==> src/rtl/cacheline_adaptor_pkg.sv <==
// cacheline_adaptor_pkg
// Shared types and sizing constants for the cache-line-to-burst adaptor.
//   ca_state_e : transaction FSM states
//   CA_LINE_W  : cache line width in bits
//   CA_BEAT_W  : memory beat width in bits
//   CA_BEATS   : beats per line
package cacheline_adaptor_pkg;

  localparam int unsigned CA_LINE_W = 256;
  localparam int unsigned CA_BEAT_W = 64;
  localparam int unsigned CA_BEATS  = CA_LINE_W / CA_BEAT_W;

  typedef enum logic [1:0] {
    IDLE,
    READ,
    WRITE,
    DONE
  } ca_state_e;

endpackage

==> src/rtl/cacheline_adaptor.sv <==
// cacheline_adaptor
// Takes one cache line read or write from the cache and performs it as a burst of
// LINE_W/BEAT_W beats toward main memory. Only one transaction is in flight.
//
// Ports
//   clk, rst_n  : clock, asynchronous active-low reset
//   address_i   : line address from cache (low offset bits ignored)
//   line_i      : line to write, captured when a write is accepted
//   read_i      : cache read request, level, held until resp_o
//   write_i     : cache write request, level, held until resp_o
//   line_o      : line buffer contents (read result or last written line)
//   resp_o      : one-cycle completion pulse to cache
//   address_o   : line-aligned burst address to memory
//   burst_i     : read beat from memory
//   burst_o     : write beat to memory, held until acknowledged
//   read_o      : memory read request, high for the whole burst
//   write_o     : memory write request, high for the whole burst
//   resp_i      : memory beat acknowledge, one pulse per beat
module cacheline_adaptor
  import cacheline_adaptor_pkg::*;
#(
  parameter int unsigned LINE_W = CA_LINE_W,
  parameter int unsigned BEAT_W = CA_BEAT_W
) (
  input  logic              clk,
  input  logic              rst_n,
  input  logic [31:0]       address_i,
  input  logic [LINE_W-1:0] line_i,
  input  logic              read_i,
  input  logic              write_i,
  output logic [LINE_W-1:0] line_o,
  output logic              resp_o,
  output logic [31:0]       address_o,
  input  logic [BEAT_W-1:0] burst_i,
  output logic [BEAT_W-1:0] burst_o,
  output logic              read_o,
  output logic              write_o,
  input  logic              resp_i
);

  localparam int unsigned        Beats    = LINE_W / BEAT_W;
  localparam int unsigned        BeatIdxW = $clog2(Beats);
  localparam logic [BeatIdxW-1:0] LastBeat = BeatIdxW'(Beats - 1);
  // Byte-offset bits within a line are forced to zero.
  localparam logic [31:0]        OffMask  = 32'(LINE_W / 8 - 1);

  ca_state_e           state_q;
  logic [BeatIdxW-1:0] beat_q;
  logic [LINE_W-1:0]   buf_q;
  logic [31:0]         addr_q;

  always_ff @(posedge clk or negedge rst_n) begin
    if (!rst_n) begin
      state_q <= IDLE;
      beat_q  <= '0;
      buf_q   <= '0;
      addr_q  <= '0;
    end else begin
      case (state_q)
        IDLE: begin
          // Read has priority when both requests are raised together.
          if (read_i) begin
            addr_q  <= address_i & ~OffMask;
            beat_q  <= '0;
            state_q <= READ;
          end else if (write_i) begin
            addr_q  <= address_i & ~OffMask;
            buf_q   <= line_i;
            beat_q  <= '0;
            state_q <= WRITE;
          end
        end
        READ: begin
          if (resp_i) begin
            buf_q[int'(beat_q) * BEAT_W +: BEAT_W] <= burst_i;
            beat_q <= beat_q + 1'b1;
            if (beat_q == LastBeat) state_q <= DONE;
          end
        end
        WRITE: begin
          if (resp_i) begin
            beat_q <= beat_q + 1'b1;
            if (beat_q == LastBeat) state_q <= DONE;
          end
        end
        DONE:    state_q <= IDLE;
        default: state_q <= IDLE;
      endcase
    end
  end

  // Outputs decode registered state only; no input reaches an output combinationally.
  always_comb begin
    read_o    = (state_q == READ);
    write_o   = (state_q == WRITE);
    resp_o    = (state_q == DONE);
    address_o = addr_q;
    line_o    = buf_q;
    burst_o   = '0;
    if (state_q == WRITE) burst_o = buf_q[int'(beat_q) * BEAT_W +: BEAT_W];
  end

endmodule

==> config.mk <==
export PLATFORM = sky130hd
export DESIGN_NAME = cacheline_adaptor
export DESIGN_NICKNAME = d
export VERILOG_FILES = /design/src/rtl/cacheline_adaptor_pkg.sv /design/src/rtl/cacheline_adaptor.sv
export SDC_FILE = /design/constraint.sdc
export NUM_CORES = 1
export LEC_CHECK = 0
export BUFFER_PORTS_ARGS = -buffer_cell sky130_fd_sc_hd__buf_2
export CORE_AREA = 2 2 281 283
export DETAILED_ROUTE_END_ITERATION = 10
export DIE_AREA = 0 0 283 285
export PLACE_DENSITY = 0.45
export SLEW_MARGIN = 20
export SYNTH_ARGS = -nofsm -noshare
export SYNTH_HDL_FRONTEND = slang
export SYNTH_SLANG_ARGS = --single-unit
==> constraint.sdc <==
create_clock -name clk -period 3.9 [get_ports clk]
set_input_delay 0.975 -clock clk [delete_from_list [all_inputs] [get_ports clk]]
set_output_delay 0.975 -clock clk [all_outputs]
set_load 0.02 [all_outputs]
==> out/metrics.yaml <==
status: "finished, final reports clean"
dp_cells: 2942
drt-total-wl_mm: 78.81
grtUsageTotal_pct: 18.86
setup_ws_ns: 0.4314
dieWidth_um: 283
setup_violations: 0
cts.path.max_buffers: 3
cts_sinks: 287
antenna_left: 0
timing_hold_violations_final: 0
grt_max_degree: 107
drc_errors: 0
cts_tree: "yes"
vdd_drop_max_uv: 572.6
r2r_start: "beat_q[0]"
synth_flop_cell: "dfrtp_1"
dieArea_um2: 80660
synth.avg_cell_area_um2: 13.02
final_cells: 3017
synth_warnings: 0
cp.arrival_ns: 2.49
fin_total_pwr_mw: 22.98
dr.pass1.iters: 5
max_freq_ghz: 0.2883
rsz0062_at_grt: "no"
synth_edf_count: 0
clkLatencyLatePin_ns: 0.55
power_density_nw_per_um2: 1006
worst-path-max-fanout: 70
slew_headroom_pct: 29.87
cts_hold_buf: 0
ys_seq_area_share_pct: 42.77
maxCapViolCount: 0
final_cell_mix: "700 x buf_2, 285 x dfrtp_1, 276 x mux2_2, 128 x a32o_1"
overflow: 0
htree_levels: 2
wire_per_inst_um: 26.12
fin_nets: 2299
holdWs_ns: 0.4342
post_cts_buffers: 0
initial_core_util_pct: 21.54
synth_cells: 1290
synth.distinct_cells: 38
utilization_pct: 29.29
via_count: 15090
fin_area_um2: 22840
place_ws_ns: 0.9752
critPathKind: "reg2out"
yosys_register_bits: 287
avgViaCountPerCell: 5.001
clock_skew_ns: 0.01325
place_area_um2: 21520
reg2reg_depth: 6
syn2layout_area_growth_pct: 36.01
synth.area.top_cells: "dfrtp_1 43%, mux2_2 19%, mux4_2 8.6%"
cts_buffers: 39
synthArstFlopShare_pct: 100.0
drt_iter0_drc: 918
dp_hpwl_mm: 54.08
finalMaxSlewViolations: 0
antenna_found_initial: 15
cts-root-buf: "clkbuf_16"
startpoint_type: "flip-flop"
min_period_ns: 3.469
synth_top_area_share_pct: 42.77
synth_largest_area_cell: "dfrtp_1"
synth.cell_area_um2: 16790
place_congestion: 0.8833
io_pins: 712
grt_pass1_vias: 15900
die-height_um: 285
cp.required_ns: 2.92
clkTransAtPathRegs_ns: 0.06
drive_gt1_share_pct: 59.80
fp-row-count: 103
tightestPinTransition_ns: 1.052
r2r_slack_ns: 1.24
final_common_cell: "buf_2"
tns_ns: 0
coreArea_um2: 77970
grt_first_pass_wirelength_mm: 114.3
endpoint_kind: "primary output"
r2r-end: "line_o[0]"
p_leak_nw: 10.60
hp-class: "in2async"
port_buffers: 701
timing.final.crit_share_pct: 88.94
cts_resized: 0
==> synth_stat cells (all sizes together), types with 3 or more instances <==
master,count
mux4,64
buf,73
nor2,3
o2bb2ai,64
ha,9
a22oi,4
a41o,64
mux2,283
nor2b,66
nand3b,66
clkbuf,82
a32o,128
dfrtp,287
nand2,4
inv,6
and2,66
==> state kept, by name, indices dropped and copies added (netlist names) <==
register / cells
address_o: 27
beat_q: 2
line_o: 256
state_q: 2
==> report_power, final <==
group          switching [mW]  leakage (nW)  total [mW]  internal (mW)
sequential               1.36          3.52        5.87           4.51
combinational            7.86          6.44        13.5           5.60
clock                    1.41         0.642        3.66           2.25
==> kinds of logic after synthesis <==
group	synth area share, %
compound gates	15.76
fa+ha+maj	0.6707
buf+inv	4.754
flops	42.77
mux	27.56
other cells	0.02233
simple gates	8.458
==> layout make-up <==
type	count	area (um^2)
clock inverter	8	96.34
inverter	6	27.53
antenna	7	17.52
sequential	287	7189
multi-input combinational	846	8890
timing repair buffer	753	4096
tap	1050	1314
fill	8100	55130
clock buffer	60	1207
==> worst max-delay path, stage by stage, from the launching register on <==
cell and delay, ns:
dfrtp_4 0.48, buf_12 0.34, mux4_2 0.59, and2_1 0.24, buf_2 0.18
==> routing by layer <==
layer	vias to the layer above	global-route usage (%)	routed length, um
li1	6376	-	-
met1	7833	23.62	32210
met2	744	32.01	38750
met3	122	4.480	5663
met4	12	5.918	2115
met5	-	0	77
==> worst max-delay path by stage <==
stage | endpoint | slack (ns) | from
floorplan | burst_o[35] | 1.29 | beat_q[0]
global placement | burst_o[0] | 0.99 | beat_q[0]
detailed placement | burst_o[0] | 0.98 | beat_q[0]
CTS | burst_o[0] | 0.37 | beat_q[0]
global route | burst_o[0] | 0.29 | beat_q[0]
finish | burst_o[0] | 0.43 | beat_q[0]
(Power assumes the default switching activity.)
